--- config.mk ---
export PLATFORM = sky130hd
export DESIGN_NAME = instruction_cache
export DESIGN_NICKNAME = d
export VERILOG_FILES = /design/src/rtl/instruction_cache.sv
export SDC_FILE = /design/constraint.sdc
export NUM_CORES = 1
export LEC_CHECK = 0
export CAP_MARGIN = 20
export CORE_ASPECT_RATIO = 1.4
export CORE_UTILIZATION = 44
export CTS_CLUSTER_DIAMETER = 30
export DETAILED_ROUTE_END_ITERATION = 12
export PLACE_DENSITY = 0.68
export SLEW_MARGIN = 5
export SYNTH_ARGS = -nofsm -noshare
export SYNTH_HDL_FRONTEND = slang
export SYNTH_SLANG_ARGS = --single-unit
--- constraint.sdc ---
create_clock -name clock -period 11.5 [get_ports clock]
set_clock_uncertainty 0.15 [all_clocks]
set_input_delay 2.3 -clock clock [delete_from_list [all_inputs] [get_ports clock]]
set_output_delay 2.3 -clock clock [all_outputs]
set_load 0.05 [all_outputs]
--- src/rtl/instruction_cache.sv ---
// Direct-mapped, read-only instruction cache. Hits are served combinationally
// from the line array. A miss stalls the fetch stage, pulls the whole 16-byte
// block from instruction memory, installs it and then serves the word.
module instruction_cache #(
  parameter int INDEX_BITS = 3
) (
  input  logic         clock,
  input  logic         reset,
  input  logic [9:0]   address,
  output logic [31:0]  instruction,
  output logic         busywait,
  output logic         mem_read,
  output logic [5:0]   mem_address,
  input  logic [127:0] mem_readdata,
  input  logic         mem_busywait
);

  localparam int LINES = 1 << INDEX_BITS;
  localparam int TAG_W = 6 - INDEX_BITS;

  typedef enum logic [1:0] {IDLE, MEM_READ, UPDATE} state_t;

  state_t                           state;
  logic [LINES-1:0]                 valid;
  logic [LINES-1:0][TAG_W-1:0]      tag_array;
  logic [LINES-1:0][127:0]          data_array;

  logic [INDEX_BITS-1:0] index;
  logic [TAG_W-1:0]      tag;
  logic [1:0]            wsel;
  logic                  hit;
  logic [INDEX_BITS-1:0] index_l;
  logic [TAG_W-1:0]      tag_l;
  logic                  unused_bits;

  assign index       = address[4+INDEX_BITS-1:4];
  assign tag         = address[9:4+INDEX_BITS];
  assign wsel        = address[3:2];
  // byte offset is dropped: misaligned PCs read the enclosing word
  assign unused_bits = ^address[1:0];

  // fill target comes from the latched block address, never the live PC
  assign index_l = mem_address[INDEX_BITS-1:0];
  assign tag_l   = mem_address[5:INDEX_BITS];

  // lookup, stall and word select are purely combinational
  always_comb begin
    hit         = valid[index] && (tag_array[index] == tag);
    busywait    = (state == IDLE) ? !hit : 1'b1;
    instruction = busywait ? 32'h0 : data_array[index][{wsel, 5'b0} +: 32];
  end

  // miss FSM: owns state, valid bits and the registered memory request
  always_ff @(posedge clock) begin
    if (reset) begin
      state       <= IDLE;
      valid       <= '0;
      mem_read    <= 1'b0;
      mem_address <= 6'h0;
    end else begin
      case (state)
        IDLE: begin
          if (!hit) begin
            mem_address <= address[9:4];
            mem_read    <= 1'b1;
            state       <= MEM_READ;
          end
        end
        MEM_READ: begin
          if (!mem_busywait) begin
            mem_read <= 1'b0;
            state    <= UPDATE;
          end
        end
        UPDATE: begin
          valid[index_l] <= 1'b1;
          state          <= IDLE;
        end
        default: state <= IDLE;
      endcase
    end
  end

  // line install; arrays carry no reset, valid bits gate their contents
  always_ff @(posedge clock) begin
    if (!reset && state == UPDATE) begin
      tag_array[index_l]  <= tag_l;
      data_array[index_l] <= mem_readdata;
    end
  end

endmodule

==> impl_results.md, run 1 <==
* Largest net degree at the start of global routing at 153
* Final Cell Area at 48400 um^2
* CP Class: input pin to primary output
* Post-CTS Setup Bufs at 0
* RSZ-0062 raised after global routing: false
* DP HPWL at 44800 um
* Syn avg cell area at 25.2 um^2
* GRT Overall Usage at 18.7%
* CTS Hold Buffers Added at 0
* WP data arrival at 6.05 ns
* Top-Level Pins at 181
* Die area at 93300 um^2
* Number of remaining DRC errors at 0
* Final #Nets at 2011
* Fmax at 118 MHz
* CP peak stage delay at 0.93 ns
* Syn Inst Count at 1608
* Die width at 258 um
* Slowest stage cell on the critical path: clkdlybuf4s50_1
* Layout Utilization at 53.1%
* CTS max path bufs at 3
* Antenna violations before repair at 25
* Startpoint Class: input pin
* Worst-path clk slew at 0.06 ns
* RR Startpoint: state[0]
* Die Y at 361 um
* Leakage at 15.2 nW
* Status: complete, no violations
* Initial Util at 44.4%
* Share of post-route cells with drive strength above 1 at 30.1%
* Cells after DPL at 2927
* R2r setup slk at 7.95 ns
* Worst skew pair latency at 0.73 ns
* Setup crit end: instruction[1]
* Core area at 91100 um^2
* Place WS at 2.91 ns
* Syn-to-layout area delta at 19.4%
* TritonCTS Buffers at 138
* # rows at 131
* Routability cong. at 0.720
* Min Hold Slack at 0.305 ns
* Post-DP Area at 43700 um^2
* Synthesized net count at 1749
* Hold path start: valid[0]
* Synthesis Warnings at 0
* Most Frequent Cell on Critical Path: buf_4
* Reg2reg path depth at 5
* Remaining global-route overflow at 0
* Power per cell area at 184 nW/um^2
* Mapped Area at 40500 um^2
* Endpoints failing setup at 0
* I/O Buffers at 178
* Synth Register Bits at 1065
* H-tree levels at 4
* Max-cap violation count at 0
* WL final at 84500 um
* Number of global-route vias before repair at 19400
* Clk sink count at 1065
* Final hold vios at 0
* Req. time, crit path at 9.05 ns
* Root Buffer: clkbuf_16
* Hold crit path type: flop to flop
* CTS tree: done
* Setup WS post-layout at 3.00 ns
* Tot Pwr at 8.88 mW
* Slew Limit Headroom at 28.6%
* Post-synthesis sequential area ratio at 78.5%
* Crit path cell chain: buf_8, buf_4, mux4_2, mux2_2, nand4_1, buf_4, nor3_1, clkdlybuf4s50_1
* Count of cell types in the netlist at 24
* R2R Path End: data_array[553]
* Max FO, Critical Path at 73
* Final Non-Filler Cells at 3187
* CTS resizes at 0
* Max Slew Vio Count at 0
* DR iter-0 viols at 1400
* Slew @ Worst Pin at 1.07 ns
* Worst Setup SP: address[5]
* Vias at 18000
* Min Tclk post-route at 8.50 ns
* Avg Vias per Cell at 5.65
* Period Utilization, post-route at 73.9%
* Routed len/inst at 26.5 um
* Setup crit end kind: primary output
* VDD IR max at 0.103 mV
* First-pass GRT wire length at 127000 um
* DR pass1 iterations at 8
* Final ANT Viol Nets at 0
* Setup TNS at 0 ns
worst max-delay path: cells and delay by family:
kind                   cells  cell delay [ns]
buffers and inverters      4             2.32
muxes                      2             0.52
and+or+nand+nor            2             0.77
sequential cells by signal (all words and copies together) (netlist names):
register     cells
data_array    1024
tag_array       24
valid            8
mem_address      6
state            2
mem_read         1
how the worst min path moves through the flow:
stage | end | depth (start not counted)
after floorplan | valid[2] | 1
after global placement | valid[5] | 1
after detailed placement | valid[0] | 1
after CTS | valid[0] | 1
after global routing | valid[3] | 1
final | valid[0] | 1
where the power goes:
part	switching [mW]	internal, mW
clock network	1.67	2.56
logic	0.184	0.179
registers	0.00689	4.28
total	1.86	7.02
cell families after synthesis:
kind of cell    Yosys count  synth area share, %
compound gates           12                0.278
xor+xnor                  3               0.0649
buf+inv                  88                 1.02
flops                  1065                 78.5
mux                     376                 19.3
simple gates             64                0.751
layer usage:
metal / wire, um / global-route usage [%] / up-vias
met5: 181 / 0 / -
met4: 2700 / 7.63 / 28
li1: - / - / 7599
met3: 5090 / 4.79 / 188
met1: 33200 / 23.3 / 9629
met2: 43300 / 31.2 / 564
Yosys cell counts:
| library cell | instances | area [um^2] |
|---|---|---|
| nor2_1 | 8 | 30.0 |
| mux2i_1 | 50 | 500 |
| a41oi_4 | 1 | 27.5 |
| nand2_1 | 13 | 48.8 |
| buf_1 | 19 | 71.3 |
| nand3b_1 | 1 | 7.51 |
| edfxtp_1 | 1048 | 31500 |
| xor2_1 | 3 | 26.3 |
| o211a_1 | 1 | 10.0 |
| nand2b_1 | 3 | 18.8 |
| dfxtp_1 | 17 | 340 |
| buf_8 | 1 | 15.0 |
| nor3_1 | 35 | 175 |
| buf_2 | 39 | 195 |
| buf_6 | 3 | 33.8 |
| o21a_1 | 2 | 15.0 |
| clkbuf_1 | 25 | 93.8 |
| mux4_2 | 325 | 7320 |
| inv_1 | 1 | 3.75 |
| nand3_1 | 1 | 5.00 |
| nand4_1 | 1 | 6.26 |
| mux2_2 | 1 | 11.3 |
| a21o_1 | 8 | 60.1 |
| or2_2 | 2 | 12.5 |
final cells by class:
type	instances	area, um^2
fill	6829	42800
sequential	1065	31800
multi-input combinational	455	8340
clock buffer	156	3560
timing repair buffer	209	2090
tap	1197	1500
clock inverter	95	1040
antenna	9	22.5
inverter	1	3.75
layout by cell type (no fill, tap or decap), drive strengths merged:
cell type	netlist	routed
o21a	2	2
o211a	1	1
bufinv	0	13
edfxtp	1048	1048
nor2	8	8
nand4	1	1
xor2	3	3
inv	1	27
clkbuf	25	156
nand2	13	13
clkinvlp	0	10
nand3	1	1
clkinv	0	46
nor3	35	35
mux2i	50	50
mux4	325	325
nand3b	1	1
or2	2	2
diode	0	9
mux2	1	1
clkdlybuf4s50	0	173
a41oi	1	1
nand2b	3	3
a21o	8	8
buf	62	36
dfxtp	17	17
Note: power is estimated with default switching activity, not from simulation.
==> run 2, diff against run 1 <==
==> constraint.sdc (replaced) <==
create_clock -name clock -period 7.81 [get_ports clock]
set_clock_uncertainty 0.15 [all_clocks]
set_input_delay 1.562 -clock clock [delete_from_list [all_inputs] [get_ports clock]]
set_output_delay 1.562 -clock clock [all_outputs]
set_load 0.05 [all_outputs]
==> run 2 against run 1 <==
  * Via count up 0.41%
  * Worst hold slack better by 0.0070 ns
  * Die area unchanged
  * Global-route usage up 0.19 points
  * Worst setup slack worse by 1.8 ns
  * Critical path depth down 1
  * Total power up 50%
  * Largest cell class unchanged
  * Largest power group is now clock
  * Highest routed layer unchanged
==> impl_results.md, run 2 (synthesis results as in run 1) <==
* Status: complete, no violations
* Setup crit end kind: primary output
* Max Slew Vio Count at 0
* Reg2reg path depth at 5
* Clk sink count at 1065
* Largest net degree at the start of global routing at 98
* DR iter-0 viols at 1338
* Most Frequent Cell on Critical Path: mux4_2
* First-pass GRT wire length at 128000 um
* # rows at 131
* VDD IR max at 0.204 mV
* Power per cell area at 273 nW/um^2
* DP HPWL at 45100 um
* Req. time, crit path at 6.10 ns
* Vias at 18100
* Hold crit path type: flop to flop
* Max FO, Critical Path at 44
* Setup TNS at 0 ns
* Die Y at 361 um
* Share of post-route cells with drive strength above 1 at 31.0%
* Fmax at 151 MHz
* H-tree levels at 4
* CTS Hold Buffers Added at 0
* Avg Vias per Cell at 5.66
* Worst skew pair latency at 0.71 ns
* Crit path cell chain: buf_8, buf_4, mux4_2, mux4_2, mux2i_1, nor3_1, clkdlybuf4s50_1
* Startpoint Class: input pin
* Commonest non-fill, non-tap cells in the layout: edfxtp_1, mux4_2, clkdlybuf4s50_1, clkbuf_16, mux2i_1
* TritonCTS Buffers at 140
* WL final at 85300 um
* Endpoints failing setup at 0
* Number of global-route vias before repair at 19700
* Syn-to-layout area delta at 20.5%
* GRT Overall Usage at 18.9%
* CP peak stage delay at 0.75 ns
* WP data arrival at 4.91 ns
* I/O Buffers at 178
* Max-cap violation count at 0
* Initial Util at 44.4%
* Top flop regs: data_array (1024), tag_array (24), valid (8)
* Top-Level Pins at 181
* Most common cell after layout, fill and taps aside: edfxtp_1
* Slew @ Worst Pin at 1.07 ns
* Hold path cells at 1
* CTS tree: done
* WP buf/inv at 3
* Antenna violations before repair at 13
* Final #Nets at 2026
* RSZ-0062 raised after global routing: false
* DR pass1 iterations at 5
* Post-CTS Setup Bufs at 0
* Worst-path clk slew at 0.05 ns
* Die width at 258 um
* Remaining global-route overflow at 0
* Period Utilization, post-route at 84.8%
* Routed len/inst at 26.7 um
* Die area at 93300 um^2
* CTS max path bufs at 3
* Root Buffer: clkbuf_16
* Max reg flops at 1024
* Min Tclk post-route at 6.62 ns
* Final ANT Viol Nets at 0
* Setup WS post-layout at 1.19 ns
* Slowest stage cell on the critical path: clkdlybuf4s50_1
* Routability cong. at 0.717
* CTS resizes at 0
* CP Depth at 7
* Final hold vios at 0
* Place WS at 1.14 ns
* Slew Limit Headroom at 28.4%
* CP Class: input pin to primary output
* Top delay family on crit path: buffers and inverters
* Largest Register: data_array
* Leakage at 15.4 nW
* Number of remaining DRC errors at 0
* Core area at 91100 um^2
==> run 2: cell count changes in the layout (fill, tap and decap cells not counted), sizes merged <==
cell / previous run / this run
buf: 36 / 49
bufinv: 13 / 18
clkbuf: 156 / 154
clkinv: 46 / 50
diode: 9 / 5
inv: 27 / 21
==> run 2: worst paths after layout <==
check	slack, ns	endpoint	startpoint
worst max-delay path	1.19	instruction[18]	address[4]
worst max register to register	4.85	data_array[31]	state[0]
worst min register to register	0.31	valid[5]	valid[5]
worst min-delay path	0.31	valid[5]	valid[5]
==> run 2: area by class of cell <==
| type | count | area (um^2) |
|---|---|---|
| multi-input combinational | 455 | 8340 |
| inverter | 1 | 3.75 |
| antenna | 5 | 12.5 |
| sequential | 1065 | 31800 |
| timing repair buffer | 222 | 2310 |
| clock buffer | 154 | 3640 |
| fill | 6837 | 42300 |
| clock inverter | 98 | 1180 |
| tap | 1197 | 1500 |
==> run 2: power by group <==
group          switching [mW]  total, mW  internal, mW
Clock                    2.45       6.47          4.02
Combinational           0.277      0.548         0.270
Sequential             0.0109       6.31          6.30
==> run 2: layer usage <==
| layer | track usage, % | share of wire [%] | vias up |
|---|---|---|---|
| met5 | 0 | 0.094 | - |
| met4 | 6.13 | 2.4 | 12 |
| met3 | 4.49 | 5.3 | 155 |
| met2 | 32.1 | 52 | 499 |
| met1 | 23.9 | 40 | 9804 |
| li1 | - | - | 7611 |
==> run 2: through the flow <==
stage                     utilization (%)  power (mW)  hold WS [ns]  area (um^2)  instances
after global routing                 53.5        13.7         0.331        48800       3197
after CTS                            53.5        13.5         0.311        48800       3192
after detailed placement             48.2        6.98         0.290        44000       2940
final                                53.5        13.3         0.312        48800       3197
after global placement               48.2        6.97         0.278        44000       2940
after floorplan                         -        6.75         0.271        40500       1608
